## src/rtl/radar_pkg.sv

```systemverilog
// Shared types and constants for the radar sweep datapath.
// The display stage reuses CYCLES_PER_CM and MAX_CM for its own scaling.
package radar_pkg;

  // Ranger measurement sequence.
  typedef enum logic [2:0] {
    IDLE,
    TRIG,
    WAIT_HI,
    MEAS,
    DONE
  } ranger_state_e;

  // Echo-high cycles of clk_100MHz per centimetre.
  localparam int unsigned CYCLES_PER_CM  = 5800;
  // Saturation / timeout distance in centimetres.
  localparam int unsigned MAX_CM         = 400;
  // Trigger pulse width: 10 us at 100 MHz.
  localparam int unsigned TRIG_CYCLES    = 1000;
  // Longest wait for the echo rising edge: 25 ms at 100 MHz.
  localparam int unsigned WAIT_HI_CYCLES = 2_500_000;

  // Counter widths.
  localparam int unsigned SUB_W  = 13;
  localparam int unsigned CM_W   = 9;
  localparam int unsigned WAIT_W = 22;

endpackage

```

## src/rtl/echo_sync.sv

```systemverilog
// Two-flop synchronizer bringing the asynchronous HC-SR04 echo into the
// clk_100MHz domain. Both flops clear on start.
module echo_sync (
  input  logic clk_100MHz,
  input  logic start,
  input  logic echo,
  output logic echo_s
);

  logic sync1_q, sync1_d;
  logic sync2_q, sync2_d;

  // Next values: shift the pin through the two stages.
  always_comb begin
    sync1_d = echo;
    sync2_d = sync1_q;
  end

  // Synchronizer stages with synchronous clear.
  // NOTE: non-blocking assignments here so both stages sample the old values
  // on the same edge; blocking would collapse the chain into one flop.
  always_ff @(posedge clk_100MHz) begin
    if (start) begin
      sync1_q <= 1'b0;
      sync2_q <= 1'b0;
    end else begin
      sync1_q <= sync1_d;
      sync2_q <= sync2_d;
    end
  end

  assign echo_s = sync2_q;

endmodule

```

## src/rtl/hcsr04_ranger.sv

```systemverilog
// HC-SR04 ultrasonic ranging front-end. On a one-cycle meas_req it drives a
// trigger pulse, times the echo-high interval with a per-centimetre
// sub-counter and emits one registered distance sample with a valid strobe.
// Optional feature macro: RANGER_FILTER_EN (two-tap average of good samples).
module hcsr04_ranger
  import radar_pkg::*;
#(
  parameter int unsigned CM_CYCLES  = CYCLES_PER_CM,
  parameter int unsigned TRIG_LEN   = TRIG_CYCLES,
  parameter int unsigned CM_LIMIT   = MAX_CM,
  parameter int unsigned WAIT_LIMIT = WAIT_HI_CYCLES
) (
  input  logic            clk_100MHz,
  input  logic            start,
  input  logic            meas_req,
  input  logic            echo,
  output logic            trigger,
  output logic            busy,
  output logic            dist_valid,
  output logic [CM_W-1:0] dist_cm,
  output logic            dist_timeout
);

  logic echo_s;

  echo_sync u_echo_sync (
    .clk_100MHz (clk_100MHz),
    .start      (start),
    .echo       (echo),
    .echo_s     (echo_s)
  );

  ranger_state_e     state_q, state_d;
  logic [SUB_W-1:0]  sub_cnt_q, sub_cnt_d;
  logic [CM_W-1:0]   cm_cnt_q, cm_cnt_d;
  logic [WAIT_W-1:0] wait_cnt_q, wait_cnt_d;
  logic              trigger_q, trigger_d;
  logic              busy_q, busy_d;
  logic              dist_valid_q, dist_valid_d;
  logic [CM_W-1:0]   dist_cm_q, dist_cm_d;
  logic              dist_timeout_q, dist_timeout_d;
  logic              done_to;

`ifdef RANGER_FILTER_EN
  logic [CM_W-1:0]   last_good_q, last_good_d;
  logic              have_good_q, have_good_d;
  logic [CM_W:0]     avg_sum;
`endif

  // Next-state, counters and the timeout flag of the sample being closed.
  // NOTE: every signal gets a default first so no path leaves it unassigned,
  // which would otherwise infer a latch.
  always_comb begin
    state_d    = state_q;
    sub_cnt_d  = sub_cnt_q;
    cm_cnt_d   = cm_cnt_q;
    wait_cnt_d = wait_cnt_q;
    done_to    = 1'b0;
    unique case (state_q)
      IDLE: begin
        if (meas_req) begin
          state_d    = TRIG;
          sub_cnt_d  = '0;
          cm_cnt_d   = '0;
          wait_cnt_d = '0;
        end
      end
      TRIG: begin
        // wait_cnt doubles as the trigger width counter; cleared on exit.
        if (wait_cnt_q == WAIT_W'(TRIG_LEN - 1)) begin
          state_d    = WAIT_HI;
          wait_cnt_d = '0;
        end else begin
          wait_cnt_d = wait_cnt_q + 1'b1;
        end
      end
      WAIT_HI: begin
        if (echo_s) begin
          // The rising-edge cycle is already echo-high time, so it counts
          // as the first sub-count (CM_CYCLES is always well above 1).
          state_d   = MEAS;
          sub_cnt_d = SUB_W'(1);
        end else if (wait_cnt_q == WAIT_W'(WAIT_LIMIT - 1)) begin
          state_d = DONE;
          done_to = 1'b1;
        end else begin
          wait_cnt_d = wait_cnt_q + 1'b1;
        end
      end
      MEAS: begin
        if (!echo_s) begin
          state_d = DONE;
        end else if (sub_cnt_q == SUB_W'(CM_CYCLES - 1)) begin
          sub_cnt_d = '0;
          if (cm_cnt_q == CM_W'(CM_LIMIT - 1)) begin
            state_d  = DONE;
            done_to  = 1'b1;
            cm_cnt_d = CM_W'(CM_LIMIT);
          end else begin
            cm_cnt_d = cm_cnt_q + 1'b1;
          end
        end else begin
          sub_cnt_d = sub_cnt_q + 1'b1;
        end
      end
      DONE:    state_d = IDLE;
      default: state_d = IDLE;
    endcase
  end

  // Registered outputs, decoded from the next state so they line up with it.
  always_comb begin
    trigger_d      = (state_d == TRIG);
    busy_d         = (state_d != IDLE);
    dist_valid_d   = (state_d == DONE);
    dist_cm_d      = dist_cm_q;
    dist_timeout_d = dist_timeout_q;
`ifdef RANGER_FILTER_EN
    last_good_d    = last_good_q;
    have_good_d    = have_good_q;
    avg_sum        = {1'b0, cm_cnt_d} + {1'b0, last_good_q};
`endif
    if (state_d == DONE) begin
      dist_timeout_d = done_to;
      if (done_to) begin
        dist_cm_d = CM_W'(CM_LIMIT);
      end else begin
`ifdef RANGER_FILTER_EN
        dist_cm_d   = have_good_q ? avg_sum[CM_W:1] : cm_cnt_d;
        last_good_d = cm_cnt_d;
        have_good_d = 1'b1;
`else
        dist_cm_d   = cm_cnt_d;
`endif
      end
    end
  end

  // Control state: start aborts any measurement on the next edge.
  always_ff @(posedge clk_100MHz) begin
    if (start) begin
      state_q      <= IDLE;
      sub_cnt_q    <= '0;
      cm_cnt_q     <= '0;
      wait_cnt_q   <= '0;
      trigger_q    <= 1'b0;
      busy_q       <= 1'b0;
      dist_valid_q <= 1'b0;
    end else begin
      state_q      <= state_d;
      sub_cnt_q    <= sub_cnt_d;
      cm_cnt_q     <= cm_cnt_d;
      wait_cnt_q   <= wait_cnt_d;
      trigger_q    <= trigger_d;
      busy_q       <= busy_d;
      dist_valid_q <= dist_valid_d;
    end
  end

  // Sample registers: start clears them only while idle, so an abort
  // mid-measurement keeps the last published distance on the display.
  always_ff @(posedge clk_100MHz) begin
    if (start) begin
      if (state_q == IDLE) begin
        dist_cm_q      <= '0;
        dist_timeout_q <= 1'b0;
`ifdef RANGER_FILTER_EN
        last_good_q    <= '0;
        have_good_q    <= 1'b0;
`endif
      end
    end else begin
      dist_cm_q      <= dist_cm_d;
      dist_timeout_q <= dist_timeout_d;
`ifdef RANGER_FILTER_EN
      last_good_q    <= last_good_d;
      have_good_q    <= have_good_d;
`endif
    end
  end

  assign trigger      = trigger_q;
  assign busy         = busy_q;
  assign dist_valid   = dist_valid_q;
  assign dist_cm      = dist_cm_q;
  assign dist_timeout = dist_timeout_q;

endmodule

```

## config.mk

```make
export PLATFORM = sky130hd
export DESIGN_NAME = hcsr04_ranger
export DESIGN_NICKNAME = d
export VERILOG_FILES = /design/src/rtl/radar_pkg.sv /design/src/rtl/echo_sync.sv /design/src/rtl/hcsr04_ranger.sv
export SDC_FILE = /design/constraint.sdc
export NUM_CORES = 1
export LEC_CHECK = 0
export CAP_MARGIN = 25
export CORE_ASPECT_RATIO = 0.6
export CORE_MARGIN = 4
export CORE_UTILIZATION = 35
export DETAILED_ROUTE_END_ITERATION = 12
export GPL_TIMING_DRIVEN = 0
export HOLD_SLACK_MARGIN = 0.1
export PLACE_DENSITY = 0.6
export SYNTH_ARGS = -nofsm -noshare
export SYNTH_HDL_FRONTEND = slang
export SYNTH_SLANG_ARGS = --single-unit
```

## constraint.sdc

```tcl
create_clock -name clk_100MHz -period 3.69 [get_ports clk_100MHz]
set_input_delay 0.5535 -clock clk_100MHz [delete_from_list [all_inputs] [get_ports clk_100MHz]]
set_output_delay 0.5535 -clock clk_100MHz [all_outputs]
set_load 0.05 [all_outputs]
```

Word-level counts from Yosys, hierarchy flattened. Cells that the tools add are included. Widths: inputs -> output; s select.

Flip-flop bits (word level): 62. Word-level logic and storage cells: 73. Output and inout bits: 13. Bits of input ports: 4.

Eq/ne operators: 15. Add/subtract/negate cells: 3. Reductions and logical operators: 8. Mux-type cells: 36.

Operators by type and width (number): $mux 22 (4); $mux 9 (8); $pmux 22 s3 (1); $mux 13 (4); $pmux 13 s3 (1); $add 22x1->22 const B (1); $eq 22x10->1 const B (1); $eq 22x22->1 const B (1); $mux 3 (7); $pmux 9 s2 (1); $add 13x1->13 const B (1); $eq 13x13->1 const B (1); $pmux 3 s4 (1); $add 9x1->9 const B (1); $eq 9x9->1 const B (1); $reduce_bool 3->1 (3); $mux 1 (8); $reduce_and 4->1 (2); $eq 3x1->1 const B (2); $eq 3x2->1 const B (2); $ne 2x1->1 const B (3); $ne 2x2->1 const B (3); $eq 3x3->1 const B (1); $logic_not 3->1 (1); 3 further kinds (3).

Logic depth before layout (Yosys ltp). Gate-level depths: netlist of run 1.

Depth in word-level cells: 8. Gate-level depth with buffers: 8. Gate-level depth less buffers: 7.

By module. A second synthesis of run 1 with hierarchy kept.

Cell total of the unflattened synthesis: 361. Area, all modules: 3136.8 um2.

Modules (own cells, without submodules): hcsr04_ranger (area an instance 3084.2 um2, cells each 357, times used 1, seq. area each 1301.2 um2); echo_sync (area an instance 52.6 um2, cells each 4, times used 1, seq. area each 40.0 um2).

Worst setup path before layout of run 1. Ideal clock, no wire load.

Kind: register to register. Start: register sub_cnt_q[8]. End: register dist_cm_q[0], in the netlist dist_cm[0], enable pin. Clock period less this slack: 2294 ps. Cell stages (with the launch flop): 6. Data arrival time: 1954 ps. Setup slack: 1396 ps. Data required time: 3350 ps. Setup time: 340 ps. Buffers on the path: 0. Cell sequence: dfxtp_1 -> or4b_4 -> or4_4 -> nor3_2 -> o21ai_1 -> nand2_1.

Cells in the longest elaborated chain, start to end: 7.

RTL lines: start, declared (RTL line hcsr04_ranger.sv:34) `logic [SUB_W-1:0] sub_cnt_q, sub_cnt_d;`; start signal, assigned (RTL line hcsr04_ranger.sv:151) `sub_cnt_q <= sub_cnt_d;`; $eq 13x13->1 (RTL line hcsr04_ranger.sv:93) `end else if (sub_cnt_q == SUB_W'(CM_CYCLES - 1)) begin`; $mux 3 (RTL line hcsr04_ranger.sv:93); $mux 3 (RTL line hcsr04_ranger.sv:91) `if (!echo_s) begin`; $pmux 3 s4 (RTL line hcsr04_ranger.sv:59) `unique case (state_q)`; $eq 3x3->1 (RTL line hcsr04_ranger.sv:123) `if (state_d == DONE) begin`; $reduce_bool 2->1 (no line); $reduce_and 2->1 (no line); end signal, assigned (RTL line hcsr04_ranger.sv:173) `dist_cm_q <= dist_cm_d;`; end, declared (RTL line hcsr04_ranger.sv:40) `logic [CM_W-1:0] dist_cm_q, dist_cm_d;`.

Every way passes these cells. A chain may end at the register's enable or synchronous reset.

Worst setup path after layout of run 1.
Start: input port meas_req. End: register dist_cm_q[5], in the netlist dist_cm[5] (data pin).

Cells in the longest elaborated chain, start to end: 5.

RTL lines: start, declared (RTL line hcsr04_ranger.sv:15) `input logic meas_req,`; $mux 9 (RTL line hcsr04_ranger.sv:61) `if (meas_req) begin`; $pmux 9 s2 (RTL line hcsr04_ranger.sv:59); $mux 9 (RTL line hcsr04_ranger.sv:125) `if (done_to) begin`; $mux 9 (RTL line hcsr04_ranger.sv:123); $mux 9 (RTL line hcsr04_ranger.sv:163) `if (start) begin`.

Every way passes these cells. The select of a mux whose other input is x is not followed.

==> results of run 1 <==
kinds of logic (layout without fill, tap and decap cells):
group / Yosys count / after routing / share of synthesized area (%)
xor gates and xnor gates: 31 / 31 / 8.890
and+or+nand+nor: 176 / 176 / 31.38
buffers and inverters: 18 / 50 / 2.908
muxes: 3 / 3 / 1.024
AOI/OAI and AO/OA: 50 / 50 / 10.65
adders and majority gates: 3 / 3 / 1.229
DFF: 62 / 62 / 43.92
state kept, by name (all words and copies together), names as in the netlist:
signal and count:
dist_timeout 1, busy 1, u_echo_sync.echo_s 1, dist_cm 9, trigger 1, state_q 3, dist_valid 1, wait_cnt_q 22
u_echo_sync.sync1_q 1, cm_cnt_q 9, sub_cnt_q 13
how the worst max path moves through the flow:
stage                                     endpoint                 startpoint  slack (ns)
after floorplan           dist_cm[0]$_SDFFCE_PP0P_  sub_cnt_q[8]$_SDFFE_PP0P_        1.40
after global placement    dist_cm[5]$_SDFFCE_PP0P_                   meas_req        0.63
after detailed placement  dist_cm[5]$_SDFFCE_PP0P_                   meas_req        0.57
after CTS                 dist_cm[5]$_SDFFCE_PP0P_                   meas_req        0.90
after global routing      dist_cm[5]$_SDFFCE_PP0P_                   meas_req        0.67
final                     dist_cm[5]$_SDFFCE_PP0P_                   meas_req        0.84
through the flow:
stage | instances | total power [W] | hold slack, ns | cell area, um^2
final | 487 | 0.001547 | 0.4342 | 3622
after global routing | 487 | 0.001601 | 0.4665 | 3622
after CTS | 487 | 0.001562 | 0.4402 | 3622
after detailed placement | 471 | 0.0008073 | 0.4281 | 3354
after global placement | 471 | 0.0008065 | 0.4180 | 3354
after floorplan | 343 | 0.0007756 | 0.4138 | 3054
layout by cell type (no fill, tap or decap), types with 2 or more instances in the layout:
cell	count
sky130_fd_sc_hd__a21o_1	5
sky130_fd_sc_hd__o21ai_1	3
sky130_fd_sc_hd__mux2i_1	2
sky130_fd_sc_hd__clkdlybuf4s50_1	16
sky130_fd_sc_hd__a22oi_1	3
sky130_fd_sc_hd__or3b_1	2
sky130_fd_sc_hd__clkbuf_1	5
sky130_fd_sc_hd__clkinv_2	5
sky130_fd_sc_hd__or4_1	2
sky130_fd_sc_hd__a21oi_1	14
sky130_fd_sc_hd__xnor2_1	7
sky130_fd_sc_hd__nand2_1	29
sky130_fd_sc_hd__and3_1	16
sky130_fd_sc_hd__nand3b_1	2
sky130_fd_sc_hd__nand3_1	16
sky130_fd_sc_hd__nor4_4	2
sky130_fd_sc_hd__inv_1	5
sky130_fd_sc_hd__nor2b_1	5
sky130_fd_sc_hd__nand4_1	16
sky130_fd_sc_hd__nor3_1	4
sky130_fd_sc_hd__dfxtp_1	52
sky130_fd_sc_hd__a31oi_1	4
sky130_fd_sc_hd__edfxtp_1	10
sky130_fd_sc_hd__and2_1	4
sky130_fd_sc_hd__nor3b_1	2
sky130_fd_sc_hd__ha_1	3
sky130_fd_sc_hd__clkbuf_16	9
sky130_fd_sc_hd__or2_2	2
sky130_fd_sc_hd__o21bai_1	2
sky130_fd_sc_hd__buf_2	5
sky130_fd_sc_hd__xor2_1	24
sky130_fd_sc_hd__nor4_1	2
sky130_fd_sc_hd__nor2_1	56
sky130_fd_sc_hd__o21ai_0	8
cell type report:
type	instances	area [um^2]	share of cell area (%)
Buffer	13	70.07	1.934
Multi-Input combinational cell	263	1624	44.84
Clock inverter	5	25.02	0.6908
Tap cell	112	140.1	3.869
Timing Repair Buffer	16	160.2	4.421
Clock buffer	11	242.7	6.701
Sequential cell	62	1341	37.03
Inverter	5	18.77	0.5181
metal layers:
layer / track usage [%] / vias up / wire [um]
li1: - / 1271 / -
met1: 21.58 / 1157 / 3801
met2: 20.40 / 56 / 2715
met3: 4.319 / 6 / 408
met4: 4.927 / 0 / 76
met5: 0 / - / 0
report_power, final:
| group | switching [W] | internal, W |
|---|---|---|
| Sequential | 0.00000484 | 0.000697 |
| Clock | 0.000287 | 0.000466 |
| Combinational | 0.0000633 | 0.0000281 |
| Total | 0.000356 | 0.00119 |
critical path: stages:
cell	delay, ns
sky130_fd_sc_hd__clkdlybuf4s50_1	0.54
sky130_fd_sc_hd__or3b_1	0.40
sky130_fd_sc_hd__a21oi_1	0.56
sky130_fd_sc_hd__o21ai_0	0.37
sky130_fd_sc_hd__a31oi_1	0.24
sky130_fd_sc_hd__mux2i_1	0.10
sky130_fd_sc_hd__nor3b_1	0.14
==> Implementation_results.wiki, run 1 <==
{| class="wikitable"
! Metric !! Value
|-
| Post CTS Setup Buffer Count || 0
|-
| Proportion of layout cells with a drive suffix above 1 || 10.67%
|-
| Global-route total usage across every layer || 14.75%
|-
| Period minus WS final || 2.855 ns
|-
| Vias in the first global route || 2,396
|-
| Area enclosed by the die boundary || 10,330 um^2
|-
| Smallest setup slack after layout || 0.8351 ns
|-
| Number of rows in the core area || 26
|-
| Global-route wire length before repair || 11,960 um
|-
| Net count of the mapped netlist || 350
|-
| Net count reported at finish || 377
|-
| Final GP Congestion || 0.8368
|-
| Starting utilization of the core area || 35.97%
|-
| Routed wire length per instance || 14.38 um
|-
| Setup repair after global routing missed its margin || no
|-
| Worst Min Path Start || u_echo_sync.sync1_q$_SDFF_PP0_
|-
| RR Endpoint || dist_cm[6]$_SDFFCE_PP0P_
|-
| Max cap viols || 0
|-
| Synth-to-layout area growth || 18.60%
|-
| Count of cells resized by post-cts repair || 0
|-
| Wirelength, routed || 7002 um
|-
| Register-to-register setup slack || 1.02 ns
|-
| Core Footprint || 8491 um^2
|-
| Seq cells post-synth || 62
|-
| Slew Limit Headroom || 56.88%
|-
| Library cell used as clock root buffer || sky130_fd_sc_hd__clkbuf_16
|-
| Count of final setup violators || 0
|-
| Core utilization of the finished layout || 42.66%
|-
| Clock input transition at the sequential cells of the worst setup and hold paths || 0.05 ns
|-
| Hold Buf Count CTS || 0
|-
| Antenna Cells || 0
|-
| Reg2reg path depth || 6
|-
| Leading post-synthesis cells by cell area || sky130_fd_sc_hd__dfxtp_1, sky130_fd_sc_hd__edfxtp_1, sky130_fd_sc_hd__nor2_1
|-
| Class of the tightest hold or removal check || reg -> reg
|-
| Number of I/O pins || 17
|-
| Placed wire-length estimate after detailed placement || 5011 um
|-
| Fraction of registers with async set/reset || 0%
|-
| Leakage dissipation || 1.355 nW
|-
| EDFF count, synth || 10
|-
| Final Max Tran Viols || 0
|-
| Antenna violations before repair || 0
|-
| Placement-stage worst setup slack || 0.5686 ns
|-
| Clock latency on the worst-skew pair || 0.32 ns
|-
| Number of levels in the clock H-tree || 3
|-
| CTS tree || yes
|-
| Number of filler instances in the final layout || 812
|-
| Vias per cell || 5.113
|-
| TritonCTS Sinks || 62
|-
| WHS Endpoint || u_echo_sync.echo_s$_SDFF_PP0_
|-
| Highest clock frequency the design can meet || 350.3 MHz
|-
| Syn_area_per_cell || 8.904 um^2
|-
| Kind of critical path || in -> reg
|-
| Pin count of the biggest net entering global routing || 11
|-
| Total number of vias || 2,490
|-
| Setup crit end kind || register
|-
| Required time reported for the critical path endpoint || 3.75 ns
|-
| Startpoint of the worst-slack reg-to-reg timing path || wait_cnt_q[10]$_SDFFE_PP0P_
|-
| Post-synth top area cell || sky130_fd_sc_hd__dfxtp_1
|-
| Leading cell type by number of instances after synthesis || sky130_fd_sc_hd__nor2_1
|-
| Worst-case clock buffer depth || 2
|-
| Number of buffers added on ports || 16
|-
| Worst Tran Pin Value || 0.6469 ns
|-
| Leading post-synthesis cells by instance count || sky130_fd_sc_hd__nor2_1, sky130_fd_sc_hd__dfxtp_1, sky130_fd_sc_hd__nand2_1
|-
| Unique cell type count in the Yosys netlist || 63
|-
| Pre-Repair DR Iteration Count || 5
|-
| Most used DFF post-synth || sky130_fd_sc_hd__dfxtp_1
|-
| Initial detailed-routing violation count || 184
|-
| DIE WIDTH || 128.6 um
|-
| Total overflow reported by the global router || 0
|-
| Worst Hold Depth || 1
|-
| Final-layout setup total negative slack || 0 ns
|-
| Clock skew || 0.004186 ns
|-
| Maximum fanout along the worst path || 7
|-
| Proportion of netlist area held by the largest area contributor || 34.08%
|-
| Total CTS buffers || 9
|-
| Worst endpoint data arrival time || 2.91 ns
|-
| Gate count after technology mapping || 343
|-
| Area of the mapped netlist || 3054 um^2
|-
| Largest voltage drop on the vdd net || 0.2093 mV
|-
| Hold Vio Cnt, Final || 0
|-
| Element type at the critical path start || input port
|-
| Final worst-path cycle share || 77.37%
|-
| Die outline height || 80.36 um
|-
| Share of synthesized area occupied by flip-flops and latches || 43.92%
|-
| Status || completed
|-
| DRC Markers || 0
|-
| Power density over the cells || 427.0 nW/um^2
|-
| Number of synthesis warnings || 0
|-
| Number of routed nets with antenna violations || 0
|}
Power figures use the tool's default switching activity.
==> run 2: changes to the inputs <==
--- a/config.mk
+++ b/config.mk
@@ -12,7 +12,7 @@
 export DETAILED_ROUTE_END_ITERATION = 12
 export GPL_TIMING_DRIVEN = 0
 export HOLD_SLACK_MARGIN = 0.1
-export PLACE_DENSITY = 0.6
+export PLACE_DENSITY = 0.62
 export SYNTH_ARGS = -nofsm -noshare
 export SYNTH_HDL_FRONTEND = slang
 export SYNTH_SLANG_ARGS = --single-unit
==> constraint.sdc (replaced) <==
create_clock -name clk_100MHz -period 2.5 [get_ports clk_100MHz]
set_input_delay 0.375 -clock clk_100MHz [delete_from_list [all_inputs] [get_ports clk_100MHz]]
set_output_delay 0.375 -clock clk_100MHz [all_outputs]
set_load 0.05 [all_outputs]
==> run 2 against run 1 <==
Net effect: sequential power grew 48%; via count grew 1.4%; utilization increased by 0.18 points; final cell count shrank 0.21%; critical path depth down 2; die area stayed put; register-to-register slack worse by 0.91 ns; setup slack got worse by 0.73 ns; largest power group unchanged.
==> Implementation_results.wiki, run 2 (synthesized netlist as in run 1, its figures left out) <==
{| class="wikitable"
! Metric !! Value
|-
| Status || completed
|-
| Final Max Tran Viols || 0 (unchanged)
|-
| Most frequent cells in the layout || sky130_fd_sc_hd__nor2_1, sky130_fd_sc_hd__dfxtp_1, sky130_fd_sc_hd__nand2_1
|-
| Highest clock frequency the design can meet || 418.2 MHz
|-
| Starting utilization of the core area || 35.97% (unchanged)
|-
| Vias in the first global route || 2,390 (-0.25%)
|-
| Number of rows in the core area || 26 (unchanged)
|-
| Leakage dissipation || 1.363 nW (+0.57%)
|-
| Power spent charging and discharging nets || 0.0005090 W (+43%)
|-
| Net count reported at finish || 377 (unchanged)
|-
| Total overflow reported by the global router || 0 (unchanged)
|-
| Final GP Congestion || 0.8226 (-1.7%)
|-
| Number of standard cells in the final layout excluding fillers || 486 (-0.21%)
|-
| Kind of critical path || reg -> reg
|-
| Total number of vias || 2,525 (+1.4%)
|-
| Number of buffers added on ports || 16 (unchanged)
|-
| Vias per cell || 5.195 (+1.6%)
|-
| Element type at the critical path start || register
|-
| Register-to-register setup slack || 0.11 ns (-0.91 ns)
|-
| Worst Tran Pin Value || 0.6745 ns (+0.02768 ns)
|-
| Number of levels in the clock H-tree || 3 (unchanged)
|-
| DIE WIDTH || 128.6 um (unchanged)
|-
| Worst endpoint data arrival time || 2.42 ns (-0.49 ns)
|-
| Critical Path, Cell by Cell || or4b_4 > or4_4 > nor3_2 > o21ai_1 > nand2_4
|-
| Most common cell after layout, fill and taps aside || sky130_fd_sc_hd__nor2_1
|-
| Required time reported for the critical path endpoint || 2.52 ns (-1.23 ns)
|-
| Clock skew || 0.007347 ns (+0.003161 ns)
|-
| Initial detailed-routing violation count || 244 (+33%)
|-
| Max cap viols || 0 (unchanged)
|-
| CTS tree || yes
|-
| Pre-Repair DR Iteration Count || 4 (-1)
|-
| DRC Markers || 0 (unchanged)
|-
| Largest incremental delay on the critical path || 0.53 ns (-0.03 ns)
|-
| Share of power burned in the clock network || 48.2% (-0.5 points)
|-
| Area enclosed by the die boundary || 10,330 um^2 (unchanged)
|-
| Seq pwr share || 45.7% (+0.3 points)
|-
| Core Footprint || 8491 um^2 (unchanged)
|-
| Wirelength, routed || 6895 um (-1.5%)
|-
| Switching share of power || 22.44% (-0.55 points)
|-
| Final worst-path cycle share || 95.64%
|-
| Class of the tightest hold or removal check || reg -> reg
|-
| Number of I/O pins || 17 (unchanged)
|-
| Period minus WS final || 2.391 ns
|-
| Count of final setup violators || 0 (unchanged)
|-
| Setup crit end kind || register
|-
| Clock input transition at the sequential cells of the worst setup and hold paths || 0.05 ns (about the same)
|-
| Total CTS buffers || 9 (unchanged)
|-
| Worst-case clock buffer depth || 2 (unchanged)
|-
| Largest registers || wait_cnt_q x22, sub_cnt_q x13
|-
| Proportion of layout cells with a drive suffix above 1 || 10.43% (-0.24 points)
|-
| Clock latency on the worst-skew pair || 0.33 ns (about the same)
|-
| Global-route wire length before repair || 11,700 um (-2.2%)
|-
| Antenna violations before repair || 0 (unchanged)
|-
| Power density over the cells || 623.6 nW/um^2 (+46%)
|-
| TritonCTS Sinks || 62 (unchanged)
|-
| Post CTS Setup Buffer Count || 0 (unchanged)
|-
| Antenna Cells || 0 (unchanged)
|-
| Most flops, register || wait_cnt_q
|-
| Die outline height || 80.36 um (unchanged)
|-
| Hold Buf Count CTS || 0 (unchanged)
|-
| Number of flip-flops under the largest register name || 22 (unchanged)
|-
| Synth-to-layout area growth || 19.09%
|-
| P_int || 0.001759 W (+48%)
|-
| Final-layout setup total negative slack || 0 ns (unchanged)
|-
| Slew Limit Headroom || 55.03% (-1.8 points)
|-
| Worst-path cell with the longest stage delay || sky130_fd_sc_hd__or4b_4
|-
| Global-route total usage across every layer || 14.78% (+0.030 points)
|-
| Setup repair after global routing missed its margin || no
|-
| Number of routed nets with antenna violations || 0 (unchanged)
|-
| DP Cell Count || 471 (unchanged)
|-
| Total power after layout || 0.002268 W (+47%)
|-
| Placed wire-length estimate after detailed placement || 4926 um (-1.7%)
|-
| Routed wire length per instance || 14.19 um (-1.3%)
|-
| Maximum fanout along the worst path || 10 (+3)
|-
| Hold Vio Cnt, Final || 0 (unchanged)
|-
| Pin count of the biggest net entering global routing || 11 (unchanged)
|-
| Library cell used as clock root buffer || sky130_fd_sc_hd__clkbuf_16
|-
| Largest voltage drop on the vdd net || 0.3269 mV (+56%)
|-
| Combinational group share of total power || 6.0% (about the same)
|}
-- run 2: repair_timing --
item	CTS	global route
resized for setup	3	2
gates cloned	0	0
endpoints found under the setup margin	11	11
-- run 2: worst paths after layout --
kind | depth (start not counted) | startpoint | end
hold / removal | 1 | u_echo_sync.sync1_q$_SDFF_PP0_ | u_echo_sync.echo_s$_SDFF_PP0_
setup / recovery | 5 | sub_cnt_q[3]$_SDFFE_PP0P_ | dist_cm[2]$_SDFFCE_PP0P_
setup reg to reg | 5 | sub_cnt_q[3]$_SDFFE_PP0P_ | dist_cm[2]$_SDFFCE_PP0P_
hold reg to reg | 1 | u_echo_sync.sync1_q$_SDFF_PP0_ | u_echo_sync.echo_s$_SDFF_PP0_
-- run 2: metal layers --
| layer | vias to the layer above | share of wire [%] | global-route usage [%] |
|---|---|---|---|
| met1 | 1185 | 55 | 21.43 |
| met2 | 58 | 38 | 19.37 |
| met5 | - | 0 | 0 |
| li1 | 1271 | - | - |
| met4 | 0 | 1.7 | 5.870 |
| met3 | 11 | 5.1 | 5.449 |
-- run 2: metrics by stage --
| stage | util (%) | worst slack [ns] | hold WS [ns] | area (um^2) |
|---|---|---|---|---|
| floorplan | - | 0.2064 | 0.4138 | 3054 |
| global placement | 39.51 | -0.3944 | 0.4184 | 3354 |
| detailed placement | 39.51 | -0.4139 | 0.4270 | 3354 |
| CTS | 42.75 | 0.04733 | 0.4384 | 3630 |
| global route | 42.84 | 0.008567 | 0.4579 | 3637 |
| finish | 42.84 | 0.1089 | 0.4357 | 3637 |
-- run 2: critical path, delay by kind of cell, from the launching register on --
| family | cells | cell delay [ns] |
|---|---|---|
| AND/OR/NAND/NOR | 4 | 1.49 |
| AO/OA/AOI/OAI | 1 | 0.22 |
| flip-flops | 1 | 0.38 |
-- run 2: final cells by class --
| class | instances | area [um^2] |
|---|---|---|
| repair buffers | 16 | 160.2 |
| multi-input cells | 263 | 1644 |
| plain buffers | 13 | 72.57 |
| flip-flops and latches | 62 | 1341 |
| well taps | 112 | 140.1 |
| fillers | 810 | 4853 |
| clock inverters | 2 | 10.01 |
| inverters | 5 | 18.77 |
| clock buffers | 13 | 250.2 |
-- run 2: power by group through the flow --
stage | Clock (W) | Sequential, W | Combinational [W]
5_1_grt | 0.00117 | 0.00104 | 0.000146
3_5_place_dp | 0 | 0.00106 | 0.000135
4_1_cts | 0.00113 | 0.00104 | 0.000136
2_1_floorplan | 0 | 0.00109 | 0.0000564
3_3_place_gp | 0 | 0.00106 | 0.000134
6_report | 0.00109 | 0.00104 | 0.000137
